`src/rtl/cp0_exception.sv`:
```
// cp0_exception: coprocessor-0 register file and precise-exception controller.
// Picks at most one exception per cycle for the MEM-stage instruction, raises
// flush with the redirect PC, and maintains Status, Cause, EPC, BadVAddr,
// Count and Compare.
// Optional feature: define CP0_TIMER_INT_EN to let Count==Compare raise a
// sticky timer interrupt on Cause.IP[7]; without it the timer flag is tied low.
module cp0_exception #(
    parameter logic [31:0] EXC_VECTOR = 32'hBFC0_0380,
    parameter int          HW_INT_W   = 6
) (
    input  logic                clk,
    input  logic                rst,
    input  logic                mem_valid,
    input  logic [31:0]         mem_pc,
    input  logic                mem_in_delay,
    input  logic                mem_break,
    input  logic                mem_syscall,
    input  logic                mem_eret,
    input  logic                mem_reserve,
    input  logic                mem_overflow,
    input  logic                mem_adel_if,
    input  logic                mem_adel,
    input  logic                mem_ades,
    input  logic [31:0]         mem_bad_addr,
    input  logic [HW_INT_W-1:0] hw_int,
    input  logic                cp0_we,
    input  logic [4:0]          cp0_waddr,
    input  logic [4:0]          cp0_raddr,
    input  logic [31:0]         cp0_wdata,
    output logic [31:0]         cp0_rdata,
    output logic                flush,
    output logic [31:0]         new_pc,
    output logic [4:0]          exc_code,
    output logic [31:0]         status_o,
    output logic [31:0]         cause_o,
    output logic [31:0]         epc_o
);

    localparam logic [4:0] REG_BADVADDR = 5'd8;
    localparam logic [4:0] REG_COUNT    = 5'd9;
    localparam logic [4:0] REG_COMPARE  = 5'd11;
    localparam logic [4:0] REG_STATUS   = 5'd12;
    localparam logic [4:0] REG_CAUSE    = 5'd13;
    localparam logic [4:0] REG_EPC      = 5'd14;

    localparam logic [4:0] EXC_INT  = 5'h00;
    localparam logic [4:0] EXC_ADEL = 5'h04;
    localparam logic [4:0] EXC_ADES = 5'h05;
    localparam logic [4:0] EXC_SYS  = 5'h08;
    localparam logic [4:0] EXC_BP   = 5'h09;
    localparam logic [4:0] EXC_RI   = 5'h0a;
    localparam logic [4:0] EXC_OV   = 5'h0c;
    localparam logic [4:0] EXC_ERET = 5'h1f;

    // Only six interrupt lines exist in Cause.IP[7:2]; extra lines are ignored.
    localparam int HW_N = (HW_INT_W < 6) ? HW_INT_W : 6;

    // Architectural state, kept as fields and packed into words on output.
    logic [7:0]  status_im;
    logic        status_exl;
    logic        status_ie;
    logic        cause_bd;
    logic [7:0]  cause_ip;
    logic [4:0]  cause_exc;
    logic [31:0] epc;
    logic [31:0] bad_vaddr;
    logic [31:0] count;
    logic [31:0] compare;
    logic        count_toggle;
    logic        timer_flag;

    logic [5:0]  hw_lines;
    logic        int_pending;
    logic        take_exc;
    logic        take_eret;
    logic [4:0]  code;
    logic        bad_en;
    logic [31:0] bad_val;
    logic        wr_en;

    assign status_o = {9'b0, 1'b1, 6'b0, status_im, 6'b0, status_exl, status_ie};
    assign cause_o  = {cause_bd, 15'b0, cause_ip, 1'b0, cause_exc, 2'b0};
    assign epc_o    = epc;

    // Normalise the external interrupt vector to the six IP[7:2] lines.
    always_comb begin
        hw_lines            = '0;
        hw_lines[HW_N-1:0]  = hw_int[HW_N-1:0];
    end

    // Prioritised exception detection for the MEM-stage instruction.
    always_comb begin
        int_pending = status_ie && !status_exl &&
                      ((cause_ip[7:2] & status_im[7:2]) != 6'b0);
        take_exc  = 1'b0;
        take_eret = 1'b0;
        code      = EXC_INT;
        bad_en    = 1'b0;
        bad_val   = 32'b0;
        if (mem_valid && !rst) begin
            if (int_pending) begin
                take_exc = 1'b1;
                code     = EXC_INT;
            end else if (mem_adel_if) begin
                take_exc = 1'b1;
                code     = EXC_ADEL;
                bad_en   = 1'b1;
                bad_val  = mem_pc;
            end else if (mem_reserve) begin
                take_exc = 1'b1;
                code     = EXC_RI;
            end else if (mem_syscall) begin
                take_exc = 1'b1;
                code     = EXC_SYS;
            end else if (mem_break) begin
                take_exc = 1'b1;
                code     = EXC_BP;
            end else if (mem_overflow) begin
                take_exc = 1'b1;
                code     = EXC_OV;
            end else if (mem_adel) begin
                take_exc = 1'b1;
                code     = EXC_ADEL;
                bad_en   = 1'b1;
                bad_val  = mem_bad_addr;
            end else if (mem_ades) begin
                take_exc = 1'b1;
                code     = EXC_ADES;
                bad_en   = 1'b1;
                bad_val  = mem_bad_addr;
            end else if (mem_eret) begin
                take_eret = 1'b1;
            end
        end
    end

    // Redirect outputs and the mtc0 gate (a flushing cycle drops the write).
    always_comb begin
        flush    = take_exc || take_eret;
        new_pc   = take_exc ? EXC_VECTOR : (take_eret ? epc : 32'b0);
        exc_code = take_exc ? code : (take_eret ? EXC_ERET : 5'b0);
        wr_en    = cp0_we && !flush;
    end

    // Status: EXL set on exception, cleared on eret, otherwise mtc0-writable.
    always_ff @(posedge clk or posedge rst) begin
        if (rst) begin
            status_im  <= 8'b0;
            status_exl <= 1'b0;
            status_ie  <= 1'b0;
        end else if (take_exc) begin
            status_exl <= 1'b1;
        end else if (take_eret) begin
            status_exl <= 1'b0;
        end else if (wr_en && cp0_waddr == REG_STATUS) begin
            status_im  <= cp0_wdata[15:8];
            status_exl <= cp0_wdata[1];
            status_ie  <= cp0_wdata[0];
        end
    end

    // Cause: hardware IP sampled every cycle; BD/ExcCode on exception; IP[1:0] by mtc0.
    always_ff @(posedge clk or posedge rst) begin
        if (rst) begin
            cause_bd  <= 1'b0;
            cause_ip  <= 8'b0;
            cause_exc <= 5'b0;
        end else begin
            cause_ip[7:2] <= {hw_lines[5] | timer_flag, hw_lines[4:0]};
            if (take_exc) begin
                cause_bd  <= mem_in_delay;
                cause_exc <= code;
            end else if (wr_en && cp0_waddr == REG_CAUSE) begin
                cause_ip[1:0] <= cp0_wdata[9:8];
            end
        end
    end

    // EPC: captured on the first exception (EXL clear), else mtc0-writable.
    always_ff @(posedge clk or posedge rst) begin
        if (rst) begin
            epc <= 32'b0;
        end else if (take_exc) begin
            if (!status_exl) begin
                epc <= mem_in_delay ? (mem_pc - 32'd4) : mem_pc;
            end
        end else if (wr_en && cp0_waddr == REG_EPC) begin
            epc <= cp0_wdata;
        end
    end

    // BadVAddr: loaded only by address-error exceptions.
    always_ff @(posedge clk or posedge rst) begin
        if (rst) begin
            bad_vaddr <= 32'b0;
        end else if (take_exc && bad_en) begin
            bad_vaddr <= bad_val;
        end
    end

    // Count: +1 every second cycle; an mtc0 write takes precedence.
    always_ff @(posedge clk or posedge rst) begin
        if (rst) begin
            count_toggle <= 1'b0;
            count        <= 32'b0;
        end else begin
            count_toggle <= !count_toggle;
            if (wr_en && cp0_waddr == REG_COUNT) begin
                count <= cp0_wdata;
            end else if (count_toggle) begin
                count <= count + 32'd1;
            end
        end
    end

    // Compare: plain mtc0-writable register.
    always_ff @(posedge clk or posedge rst) begin
        if (rst) begin
            compare <= 32'b0;
        end else if (wr_en && cp0_waddr == REG_COMPARE) begin
            compare <= cp0_wdata;
        end
    end

`ifdef CP0_TIMER_INT_EN
    // Timer flag: sticky on Count==Compare (Compare nonzero), cleared by writing Compare.
    always_ff @(posedge clk or posedge rst) begin
        if (rst) begin
            timer_flag <= 1'b0;
        end else if (wr_en && cp0_waddr == REG_COMPARE) begin
            timer_flag <= 1'b0;
        end else if (count == compare && compare != 32'b0) begin
            timer_flag <= 1'b1;
        end
    end
`else
    assign timer_flag = 1'b0;
`endif

    // mfc0 read port straight from current register state.
    always_comb begin
        case (cp0_raddr)
            REG_BADVADDR: cp0_rdata = bad_vaddr;
            REG_COUNT:    cp0_rdata = count;
            REG_COMPARE:  cp0_rdata = compare;
            REG_STATUS:   cp0_rdata = status_o;
            REG_CAUSE:    cp0_rdata = cause_o;
            REG_EPC:      cp0_rdata = epc;
            default:      cp0_rdata = 32'b0;
        endcase
    end

endmodule

```
`config.mk`:
```
export PLATFORM = sky130hd
export DESIGN_NAME = cp0_exception
export DESIGN_NICKNAME = d
export VERILOG_FILES = /design/src/rtl/cp0_exception.sv
export SDC_FILE = /design/constraint.sdc
export NUM_CORES = 1
export LEC_CHECK = 0
export ABC_AREA = 0
export BUFFER_PORTS_ARGS = -buffer_cell sky130_fd_sc_hd__buf_2
export CORE_UTILIZATION = 25
export DETAILED_ROUTE_END_ITERATION = 6
export GPL_TIMING_DRIVEN = 0
export HOLD_SLACK_MARGIN = 0.03
export MAX_ROUTING_LAYER = met4
export SLEW_MARGIN = 5
export SYNTH_ARGS = -nofsm -noshare
export SYNTH_HDL_FRONTEND = slang
export SYNTH_SLANG_ARGS = --single-unit
```
`constraint.sdc`:
```
create_clock -name clk -period 6.5 [get_ports clk]
set_clock_uncertainty 0.15 [all_clocks]
set_input_delay 0.65 -clock clk [delete_from_list [all_inputs] [get_ports clk]]
set_output_delay 0.65 -clock clk [all_outputs]
set_load 0.01 [all_outputs]
```
==> run metrics <==
flop2flop setup slack 2.99 ns; TritonCTS Buffers 17; sw power roughly 1.0 mW; worst reg2reg path startpoint cause_ip[4]; register area 3804 sq um; Critical Path End Type primary output; Seq/Total Area, Yosys around two fifths; post-synthesis adder-cell area fraction 0.2748%; critical path arrival 3.61 ns; reg2reg path depth 5; static leakage 5.548 nW; peak supply drop about 0.18 mV; Sink Count 152; share of post-route cells with drive strength above 1 37.51%; CTS Root Cell clkbuf_16; first-pass GRT wire length 55080 um; fill count 3768; TritonCTS clock tree built; clock latency on the worst-skew pair 0.43 ns; largest net degree at the start of global routing between 90 and 100; maximum root-to-sink buffer count 2; antenna violations before repair 9; Netlist cell types 51; internal power 2.220 mW; area of the multi-input gates 4856 sq um; ys async rst share between 90% and 100%; commonest non-fill, non-tap cells in the layout 254 x buf_2, 152 x dfrtp_1, 117 x mux2_2; Post-Synth XOR/XNOR Area 4.040%; post-synthesis cell area 9106 sq um; Synth area leader dfrtp_1; count of non-filler cells in the finished layout 1690; multiplexer share of the synthesized area 18.45%; Slew @ Worst Pin ~1.3 ns; failing checks design-rule violations; CP required between 5 and 6 ns; fraction of power consumed by sequential logic 42.6%; Ports 291; pre-CTS setup slack 2.104 ns; drt wl/cell 23.29 um; Post-Synth Simple-Gate Area 16.23%; worst r2r dst bad_vaddr[3]; area share of the largest cell type after synthesis 41.77%; period utilization 67.89%; nets@finish around 1300; First-pass DRT Iterations 7; number of max-slew violations in the final report 0; Clock Power Share 35.6%; CP cell instances buf_2 > nand2b_1 > nor3_1 > clkbuf_1 > clkbuf_1 > a22oi_1 > nand2_1 > buf_2; WS Path Type in2out; die width 192.9 um; Die Y 192.9 um; slowest cell on the critical path clkbuf_1; ANT nets after route 0; critical path peak fanout 10; CTS-repair resized insts 0; Worst setup SP type input port; overall power 3.258 mW; FF+latch count, synth approximately 150; Core Util, Final 32.99%; Comb pwr share a little over a fifth; unrepaired setup endpoints after global routing false; placed cell count approximately 1700; # rows 69; max cap viols 0; Die Area 37190 sq um; hold_ws 0.1068 ns; HP Class in2async; Core Region between 30000 and 40000 sq um; compound-cell area share of the yosys netlist 12.57%; hpwl dp 30210 um; Clock Pin Slew Worst Setup and Hold Paths 0.07 ns; number of global-route vias before repair roughly 8000; PD cells 276.3 nW/um^2; Sw Share between 30% and 40%; Rel. slew slack 11.05%; main combinational cell family by area after synthesis multiplexers; gr usage total 21.46%; H-tree levels 4; Placer Congestion 0.9051; final worst slack 2.087 ns; syn_area_per_cell ~10 sq um; ys flop type dfrtp_1; largest cells by area after synthesis dfrtp_1 42%, mux2_2 14%, mux2i_1 3.7%; routed vias/inst 5.067; Post-Route WL 39360 um; DR iter-0 viols 678; status complete, but fails checks; DRC 50; fin crit period about 4.4 ns; Post-synth EDFFs 0; commonest non-fill, non-tap cell in the layout buf_2; final hold violation count 0; cts hold-fix bufs 0; Initial Utilization 25.48%; Area growth syn-to-layout 29.49%; setup bufs post-CTS 0; synthesized netlist cell count 903; vias post-DR 8564; final setup vio count 0; YS warnings 0; largest stage delay on the critical path 0.69 ns; grt ovf 0; Max Freq 226.6 MHz; input/output buffers 246
## logic make-up after synthesis
| family | count (synthesis) |
|---|---|
| AND/OR/NAND/NOR | 280 |
| AO/OA/AOI/OAI | 161 |
| multiplexers | 153 |
| flip-flops | 152 |
| buffers and inverters | 111 |
| XOR/XNOR | 42 |
| adder cells (fa/ha/maj) | 2 |
| other | 2 |
## routing by layer
metal | track usage (%) | routed length [um] | up-vias | share of wire [%]
li1 | - | - | 3914 | -
met1 | 28.28 | 17400 | 4241 | 44
met2 | 33.35 | 18480 | 380 | 47
met3 | 4.728 | 3026 | 29 | 7.7
met4 | 4.936 | 453 | 0 | 1.2
met5 | - | 0 | - | 0
## power by group through the flow
| stage | combinational [mW] | sequential (mW) | clock (mW) |
|---|---|---|---|
| 6_report | 0.712 | 1.39 | 1.16 |
| 5_1_grt | 0.785 | 1.41 | 1.20 |
| 4_1_cts | 0.716 | 1.38 | 1.17 |
| 3_5_place_dp | 0.712 | 1.40 | 0 |
| 3_3_place_gp | 0.696 | 1.39 | 0 |
| 2_1_floorplan | 0.399 | 1.36 | 0 |
## worst max-delay path by stage
stage                  from            to  cells past startpoint
2_1_floorplan           rst  bad_vaddr[0]                      1
3_3_place_gp            rst  status_im[4]                      2
3_5_place_dp   cp0_raddr[1]  cp0_rdata[5]                      8
4_1_cts        cp0_raddr[1]  cp0_rdata[5]                      8
5_1_grt        cp0_raddr[1]  cp0_rdata[1]                      8
6_report       cp0_raddr[1]  cp0_rdata[5]                      8
## synth_stat cells (all sizes together), types with 13 or more instances
cell    count
a21oi      41
a221o      17
a22o       16
a22oi      36
a31oi      19
and3       23
buf        56
clkbuf     45
dfrtp     152
mux2      119
mux2i      34
nand2      56
nand3      21
nand4      22
nor2       53
nor3       37
o31ai      14
or3        13
or4        15
xnor2      31
## worst max-delay path: cells and delay by family
| family | cells | cell delay (ns) |
|---|---|---|
| buffers and inverters | 4 | 1.65 |
| AND/OR/NAND/NOR | 3 | 1.05 |
| AO/OA/AOI/OAI | 1 | 0.25 |
## per-stage QoR
stage | setup TNS, ns | area [sq um]
2_1_floorplan | 0 | 9253
3_3_place_gp | -77.77 | 11060
3_5_place_dp | 0 | 11100
4_1_cts | 0 | 11770
5_1_grt | 0 | 11790
6_report | 0 | 11790
## registers in the layout, indices dropped and copies added, names as in the netlist
signal        cells
cause_bd          1
count            32
compare          32
status_ie         1
status_exl        1
cause_exc         4
epc_o            32
bad_vaddr        32
count_toggle      1
status_im         8
cause_ip          8
## area by class of cell
cell class              instances  area share [%]
multi-input cells             679           41.18
flip-flops and latches        152           32.26
repair buffers                247           10.67
well taps                     461           4.892
plain buffers                 101           4.764
clock buffers                  20           3.873
clock inverters                12           1.804
inverters                      10          0.3820
diodes                          8          0.1698
Power figures use the tool's default switching activity.
